$ cat src/rtl/multicycle_control_pkg.sv
// Shared control definitions for the RV64 subset controllers (single-cycle and multicycle).
package riscv_ctrl_pkg;

  localparam logic [6:0] OP_R   = 7'b0110011;
  localparam logic [6:0] OP_LD  = 7'b0000011;
  localparam logic [6:0] OP_SD  = 7'b0100011;
  localparam logic [6:0] OP_BEQ = 7'b1100011;

  typedef enum logic [3:0] {
    S_FETCH    = 4'd0,
    S_DECODE   = 4'd1,
    S_MEMADR   = 4'd2,
    S_MEMREAD  = 4'd3,
    S_MEMWB    = 4'd4,
    S_MEMWRITE = 4'd5,
    S_EXECUTE  = 4'd6,
    S_ALUWB    = 4'd7,
    S_BRANCH   = 4'd8,
    S_HALT     = 4'd9
  } state_t;

  typedef enum logic [1:0] {
    SRCB_RS2     = 2'b00,
    SRCB_FOUR    = 2'b01,
    SRCB_IMM     = 2'b10,
    SRCB_IMM_SH1 = 2'b11
  } alu_src_b_t;

  typedef enum logic [1:0] {
    ALUOP_ADD   = 2'b00,
    ALUOP_SUB   = 2'b01,
    ALUOP_FUNCT = 2'b10
  } alu_op_t;

endpackage

$ cat src/rtl/multicycle_control_if.sv
// Control bus between the multicycle sequencer (master) and the shared datapath (slave).
interface multicycle_control_if;
  logic [6:0] opcode;
  logic       zero;
  logic       mem_ready;
  logic       pc_en;
  logic       iord;
  logic       mem_read;
  logic       mem_write;
  logic       ir_write;
  logic       mem_to_reg;
  logic       reg_write;
  logic       alu_src_a;
  logic [1:0] alu_src_b;
  logic [1:0] alu_op;
  logic       pc_source;
  logic       instr_done;
  logic       illegal;
  logic [3:0] state;

  modport master (
    input  opcode, zero, mem_ready,
    output pc_en, iord, mem_read, mem_write, ir_write, mem_to_reg, reg_write,
           alu_src_a, alu_src_b, alu_op, pc_source, instr_done, illegal, state
  );

  modport slave (
    output opcode, zero, mem_ready,
    input  pc_en, iord, mem_read, mem_write, ir_write, mem_to_reg, reg_write,
           alu_src_a, alu_src_b, alu_op, pc_source, instr_done, illegal, state
  );
endinterface

$ cat src/rtl/multicycle_control_opcode_class.sv
// Combinational opcode classifier; exactly one output is high for any opcode.
module mc_opcode_class
  import riscv_ctrl_pkg::*;
(
  input  logic [6:0] i_opcode,
  output logic       o_is_r,
  output logic       o_is_ld,
  output logic       o_is_sd,
  output logic       o_is_beq,
  output logic       o_is_bad
);
  assign o_is_r   = (i_opcode == OP_R);
  assign o_is_ld  = (i_opcode == OP_LD);
  assign o_is_sd  = (i_opcode == OP_SD);
  assign o_is_beq = (i_opcode == OP_BEQ);
  assign o_is_bad = ~(o_is_r | o_is_ld | o_is_sd | o_is_beq);
endmodule

$ cat src/rtl/multicycle_control.sv
// Multicycle sequencer for R-type/ld/sd/beq: one datapath phase per cycle, memory stalls via mem_ready.
module multicycle_control
  import riscv_ctrl_pkg::*;
#(
  parameter bit HALT_ON_ILLEGAL = 1'b1
) (
  input  logic                  clk,
  input  logic                  rst_n,
  multicycle_control_if.master  bus
);

  state_t     r_state;
  state_t     w_next;
  logic       w_is_r, w_is_ld, w_is_sd, w_is_beq, w_is_bad;
  logic       w_pc_write, w_branch, w_iord, w_mem_read, w_mem_write, w_ir_write;
  logic       w_mem_to_reg, w_reg_write, w_alu_src_a, w_pc_source, w_instr_done, w_illegal;
  alu_src_b_t w_alu_src_b;
  alu_op_t    w_alu_op;

  mc_opcode_class u_class (
    .i_opcode (bus.opcode),
    .o_is_r   (w_is_r),
    .o_is_ld  (w_is_ld),
    .o_is_sd  (w_is_sd),
    .o_is_beq (w_is_beq),
    .o_is_bad (w_is_bad)
  );

  always_ff @(posedge clk or negedge rst_n) begin
    if (!rst_n) r_state <= S_FETCH;
    else        r_state <= w_next;
  end

  always_comb begin
    w_next       = r_state;
    w_pc_write   = 1'b0;
    w_branch     = 1'b0;
    w_iord       = 1'b0;
    w_mem_read   = 1'b0;
    w_mem_write  = 1'b0;
    w_ir_write   = 1'b0;
    w_mem_to_reg = 1'b0;
    w_reg_write  = 1'b0;
    w_alu_src_a  = 1'b0;
    w_alu_src_b  = SRCB_RS2;
    w_alu_op     = ALUOP_ADD;
    w_pc_source  = 1'b0;
    w_instr_done = 1'b0;
    w_illegal    = 1'b0;
    case (r_state)
      S_FETCH: begin
        w_mem_read  = 1'b1;
        w_alu_src_b = SRCB_FOUR;
        if (bus.mem_ready) begin
          w_ir_write = 1'b1;
          w_pc_write = 1'b1;
          w_next     = S_DECODE;
        end
      end
      S_DECODE: begin
        // Speculatively form the branch target while the opcode is classified.
        w_alu_src_b = SRCB_IMM_SH1;
        if (w_is_bad) begin
          if (HALT_ON_ILLEGAL) begin
            w_next = S_HALT;
          end else begin
            w_illegal = 1'b1;
            w_next    = S_FETCH;
          end
        end else if (w_is_ld || w_is_sd) w_next = S_MEMADR;
        else if (w_is_r)                 w_next = S_EXECUTE;
        else                             w_next = S_BRANCH;
      end
      S_MEMADR: begin
        w_alu_src_a = 1'b1;
        w_alu_src_b = SRCB_IMM;
        if (w_is_ld)      w_next = S_MEMREAD;
        else if (w_is_sd) w_next = S_MEMWRITE;
        else              w_next = S_FETCH;
      end
      S_MEMREAD: begin
        w_mem_read = 1'b1;
        w_iord     = 1'b1;
        if (bus.mem_ready) w_next = S_MEMWB;
      end
      S_MEMWB: begin
        w_reg_write  = 1'b1;
        w_mem_to_reg = 1'b1;
        w_instr_done = 1'b1;
        w_next       = S_FETCH;
      end
      S_MEMWRITE: begin
        w_mem_write = 1'b1;
        w_iord      = 1'b1;
        if (bus.mem_ready) begin
          w_instr_done = 1'b1;
          w_next       = S_FETCH;
        end
      end
      S_EXECUTE: begin
        w_alu_src_a = 1'b1;
        w_alu_op    = ALUOP_FUNCT;
        w_next      = S_ALUWB;
      end
      S_ALUWB: begin
        w_reg_write  = 1'b1;
        w_instr_done = 1'b1;
        w_next       = S_FETCH;
      end
      S_BRANCH: begin
        w_alu_src_a  = 1'b1;
        w_alu_op     = ALUOP_SUB;
        w_pc_source  = 1'b1;
        w_branch     = 1'b1;
        w_instr_done = 1'b1;
        w_next       = S_FETCH;
      end
      S_HALT: begin
        w_illegal = 1'b1;
        w_next    = S_HALT;
      end
      default: w_next = S_FETCH;
    endcase
  end

  // Every output is forced low while reset is held, so an abort drops requests at once.
  assign bus.pc_en      = rst_n & (w_pc_write | (w_branch & bus.zero));
  assign bus.iord       = rst_n & w_iord;
  assign bus.mem_read   = rst_n & w_mem_read;
  assign bus.mem_write  = rst_n & w_mem_write;
  assign bus.ir_write   = rst_n & w_ir_write;
  assign bus.mem_to_reg = rst_n & w_mem_to_reg;
  assign bus.reg_write  = rst_n & w_reg_write;
  assign bus.alu_src_a  = rst_n & w_alu_src_a;
  assign bus.alu_src_b  = rst_n ? w_alu_src_b : SRCB_RS2;
  assign bus.alu_op     = rst_n ? w_alu_op : ALUOP_ADD;
  assign bus.pc_source  = rst_n & w_pc_source;
  assign bus.instr_done = rst_n & w_instr_done;
  assign bus.illegal    = rst_n & w_illegal;
  assign bus.state      = r_state;

endmodule

$ cat src/flat_wrapper.sv
// flat-port wrapper written by rule: the top's interface ports become plain ports
module multicycle_control_flat import riscv_ctrl_pkg::*;
#(
  parameter bit HALT_ON_ILLEGAL = 1'b1
)
  (clk, rst_n, bus_opcode, bus_zero, bus_mem_ready, bus_pc_en, bus_iord, bus_mem_read, bus_mem_write, bus_ir_write, bus_mem_to_reg, bus_reg_write, bus_alu_src_a, bus_alu_src_b, bus_alu_op, bus_pc_source, bus_instr_done, bus_illegal, bus_state);
  multicycle_control_if bus_i ();
  input  logic clk;
  input  logic rst_n;
  input wire logic [$bits(bus_i.opcode)-1:0] bus_opcode;
  input wire logic [$bits(bus_i.zero)-1:0] bus_zero;
  input wire logic [$bits(bus_i.mem_ready)-1:0] bus_mem_ready;
  output wire logic [$bits(bus_i.pc_en)-1:0] bus_pc_en;
  output wire logic [$bits(bus_i.iord)-1:0] bus_iord;
  output wire logic [$bits(bus_i.mem_read)-1:0] bus_mem_read;
  output wire logic [$bits(bus_i.mem_write)-1:0] bus_mem_write;
  output wire logic [$bits(bus_i.ir_write)-1:0] bus_ir_write;
  output wire logic [$bits(bus_i.mem_to_reg)-1:0] bus_mem_to_reg;
  output wire logic [$bits(bus_i.reg_write)-1:0] bus_reg_write;
  output wire logic [$bits(bus_i.alu_src_a)-1:0] bus_alu_src_a;
  output wire logic [$bits(bus_i.alu_src_b)-1:0] bus_alu_src_b;
  output wire logic [$bits(bus_i.alu_op)-1:0] bus_alu_op;
  output wire logic [$bits(bus_i.pc_source)-1:0] bus_pc_source;
  output wire logic [$bits(bus_i.instr_done)-1:0] bus_instr_done;
  output wire logic [$bits(bus_i.illegal)-1:0] bus_illegal;
  output wire logic [$bits(bus_i.state)-1:0] bus_state;
  assign bus_i.opcode = bus_opcode;
  assign bus_i.zero = bus_zero;
  assign bus_i.mem_ready = bus_mem_ready;
  assign bus_pc_en = bus_i.pc_en;
  assign bus_iord = bus_i.iord;
  assign bus_mem_read = bus_i.mem_read;
  assign bus_mem_write = bus_i.mem_write;
  assign bus_ir_write = bus_i.ir_write;
  assign bus_mem_to_reg = bus_i.mem_to_reg;
  assign bus_reg_write = bus_i.reg_write;
  assign bus_alu_src_a = bus_i.alu_src_a;
  assign bus_alu_src_b = bus_i.alu_src_b;
  assign bus_alu_op = bus_i.alu_op;
  assign bus_pc_source = bus_i.pc_source;
  assign bus_instr_done = bus_i.instr_done;
  assign bus_illegal = bus_i.illegal;
  assign bus_state = bus_i.state;
  multicycle_control #(.HALT_ON_ILLEGAL(HALT_ON_ILLEGAL)) u_core (.clk(clk), .rst_n(rst_n), .bus(bus_i));
endmodule
$ cat config.mk
export PLATFORM = sky130hd
export DESIGN_NAME = multicycle_control_flat
export DESIGN_NICKNAME = d
export VERILOG_FILES = /design/src/rtl/multicycle_control_pkg.sv /design/src/rtl/multicycle_control_if.sv /design/src/rtl/multicycle_control_opcode_class.sv /design/src/rtl/multicycle_control.sv /design/src/flat_wrapper.sv
export SDC_FILE = /design/constraint.sdc
export NUM_CORES = 1
export LEC_CHECK = 0
export CORE_MARGIN = 8
export CORE_UTILIZATION = 30
export DETAILED_ROUTE_END_ITERATION = 10
export HOLD_SLACK_MARGIN = 0.08
export PLACE_DENSITY_LB_ADDON = 0.3
export SLEW_MARGIN = 20
export SYNTH_ARGS = -nofsm -noshare
export SYNTH_HDL_FRONTEND = slang
export SYNTH_SLANG_ARGS = --single-unit
$ cat constraint.sdc
create_clock -name clk -period 2.4 [get_ports clk]
set_input_delay 0.48 -clock clk [delete_from_list [all_inputs] [get_ports clk]]
set_output_delay 0.48 -clock clk [all_outputs]
set_load 0.01 [all_outputs]
==> metrics.txt <==
share of layout cells above drive strength 1=21.62%; vias in the first global route=672; wire length per cell=13.59 um; Crit. End Element=primary output; Reg2Reg Launch Point=u_core.bus.state[2]; WP data required=1.92 ns; Starting DRT DRC Count=7; Min-Delay Path Class=input pin to asynchronous set/reset pin; Worst Skew=0.004034 ns; port bufs=29; max cap viols=0; Most used DFF post-synth=dfrtp_1; worst slew pin tran=0.3864 ns; io pins=30; nets=124; Final Cycle Share=96.09%; GRT Total Usage=10.67%; first-pass detailed-route iteration total=4; htree depth=1; GPL Wtd Cong=0.8397; Fill cells=179; Final WS setup=0.09387 ns; leakage power=0.0004627 uW; Crit Path Max Fanout=13; DR DRC count=0; vias per cell=5.169; area growth from synthesis to layout=70.07%; later-pin clock latency in the skew report=0.24 ns; area of the multi-input gates=436.7 um^2; Remaining Overflow, GRT=0; CP startpoint kind=register; net switching power=283.0 uW; CTS Buf Count=3; Seq pwr share=17.3%; number of enable flip-flop cells after synthesis=0; Syn Area/Cell=7.425 um^2; Pins Over Slew Limit=0; post-synthesis sequential area ratio=17.74%; CTS tree=built; P_int=392.9 uW; CP arrival=1.83 ns; YS warnings=0; die height=59.37 um; starting density of the core=32.33%; largest net degree at the start of global routing=15; diode count=0; final wirelength=1.848 mm; Worst slew margin=74.24%; die footprint=3525 um^2; fin util=54.98%; syn_nets=87; via count=703; Post-Place Worst Slack=-0.1054 ns; part of the power in combinational logic=70.2%; final setup vio count=0; Sw Share=41.88%; clock sink total=4; hold-fix buffer count after cts=0; register area=101.3 um^2; final hold violation count=0; Rows=15; Yosys cell types=40; total power=675.9 uW; final setup TNS=0 ns; #FFs+latches synth=4; Final HPWL DP=1.546 mm; Crit Path Category=register to primary output; Setup crit start=u_core.bus.state[2]; Mapped Cells=76; RSZ-0062 raised after global routing=no; initial antenna violation count=0; Die Wd=59.37 um; Synth Cell Area=564.3 um^2; Clk network pwr share=12.4%; clk buf depth=2; first-pass GRT wire length=2.994 mm; power per standard cell area=704.3 nW/um^2; max reg flops=4; Post-DRT Antenna Nets=0; CORE AREA=1745 um^2; status=finished, final reports clean; async set or reset register ratio after synthesis=100.0%; clock-pin slew on the worst setup and hold paths=0.04 ns; final critical-path required period=2.306 ns; VDD IR max=0.4400 mV; Highest Clock Rate=433.6 MHz; clk root buf=clkbuf_4
[metal layers]
layer  vias up  track usage, %  wire length, um
met1       327           11.98              821
met2        24           18.49              904
met3         2           2.820              102
met4         0           4.096               19
li1        350               -                -
met5         -               0                0
[what timing repair did]
item	4_1_cts	5_1_grt
setup buffers	0	0
resized for setup	8	7
setup endpoints to repair	8	8
pin swaps	1	0
[layout make-up]
type	instances	share of cell area [%]
Timing Repair Buffer	38	37.55
Inverter	2	0.7823
Clock buffer	3	2.347
Tap cell	25	3.259
Sequential cell	4	10.56
Multi-Input combinational cell	64	45.50
[cell families after synthesis]
| family | share of synthesized area (%) |
|---|---|
| adder cells (fa/ha/maj) | 1.774 |
| multiplexers | 1.995 |
| flip-flops | 17.74 |
| XOR/XNOR | 1.552 |
| AO/OA/AOI/OAI | 28.83 |
| buffers and inverters | 7.537 |
| AND/OR/NAND/NOR | 40.58 |
[cells in the mapped netlist, drive strengths merged (2+ instances only)]
| cell | count | share of area, % |
|---|---|---|
| a22oi | 2 | 3.5 |
| nor3 | 7 | 6.2 |
| and2b | 2 | 2.7 |
| o21ai | 3 | 2.7 |
| nor2 | 10 | 6.7 |
| nand2b | 5 | 6.0 |
| nand2 | 4 | 2.7 |
| a21oi | 4 | 3.5 |
| and3 | 2 | 2.2 |
| inv | 2 | 1.3 |
| o21a | 2 | 2.7 |
| o22ai | 2 | 2.2 |
| buf | 5 | 5.5 |
| dfrtp | 4 | 18 |
| nor2b | 2 | 2.2 |
[power by group through the flow]
stage / clock network, uW / registers (uW) / logic [uW]
after floorplan: 0 / 115 / 265
after global placement: 0 / 114 / 469
after detailed placement: 0 / 115 / 476
after CTS: 86.7 / 115 / 480
after global routing: 90.0 / 121 / 517
final: 84.0 / 117 / 475
[final timing paths]
check,end,slack [ns],cells after the start
max,bus_alu_src_a,0.09,4
min reg2reg,u_core.bus.state[3],0.73,3
min,u_core.bus.state[2],0.22,2
min in group clk,u_core.bus.state[3],0.73,3
max in group asynchronous,u_core.bus.state[1],2.05,2
max reg2reg,u_core.bus.state[0],0.72,5
[critical path, cell delays in order, from the launching register on]
cell             delay (ns)
dfrtp_1                0.57
nor2_1                 0.10
mux2_2                 0.27
and3_1                 0.18
clkdlybuf4s50_1        0.47
[layout by cell type, fill, tap and decap left out, types with 2 or more instances in the layout]
cell / Yosys / final
a21oi_1: 4 / 4
and2b_1: 2 / 2
and3_1: 2 / 2
buf_4: 0 / 9
clkbuf_4: 0 / 3
clkdlybuf4s50_1: 0 / 19
dfrtp_1: 4 / 3
dlygate4sd2_1: 0 / 6
dlymetal6s2s_1: 0 / 4
nand2_1: 4 / 4
nand2b_1: 4 / 4
nor2_1: 10 / 10
nor3_1: 7 / 6
o21a_1: 2 / 2
o21ai_1: 2 / 2
o22ai_1: 2 / 2
[stage by stage]
| stage | hold WS (ns) | instances | instance area, um^2 |
|---|---|---|---|
| after CTS | 0.5957 | 136 | 940.9 |
| after global routing | 0.2684 | 136 | 959.7 |
| after detailed placement | 0.7649 | 133 | 918.4 |
| after global placement | 0.7508 | 133 | 918.4 |
| final | 0.2220 | 136 | 959.7 |
| after floorplan | 0.1844 | 76 | 564.3 |
No activity file was read; power rests on OpenSTA's default activity.
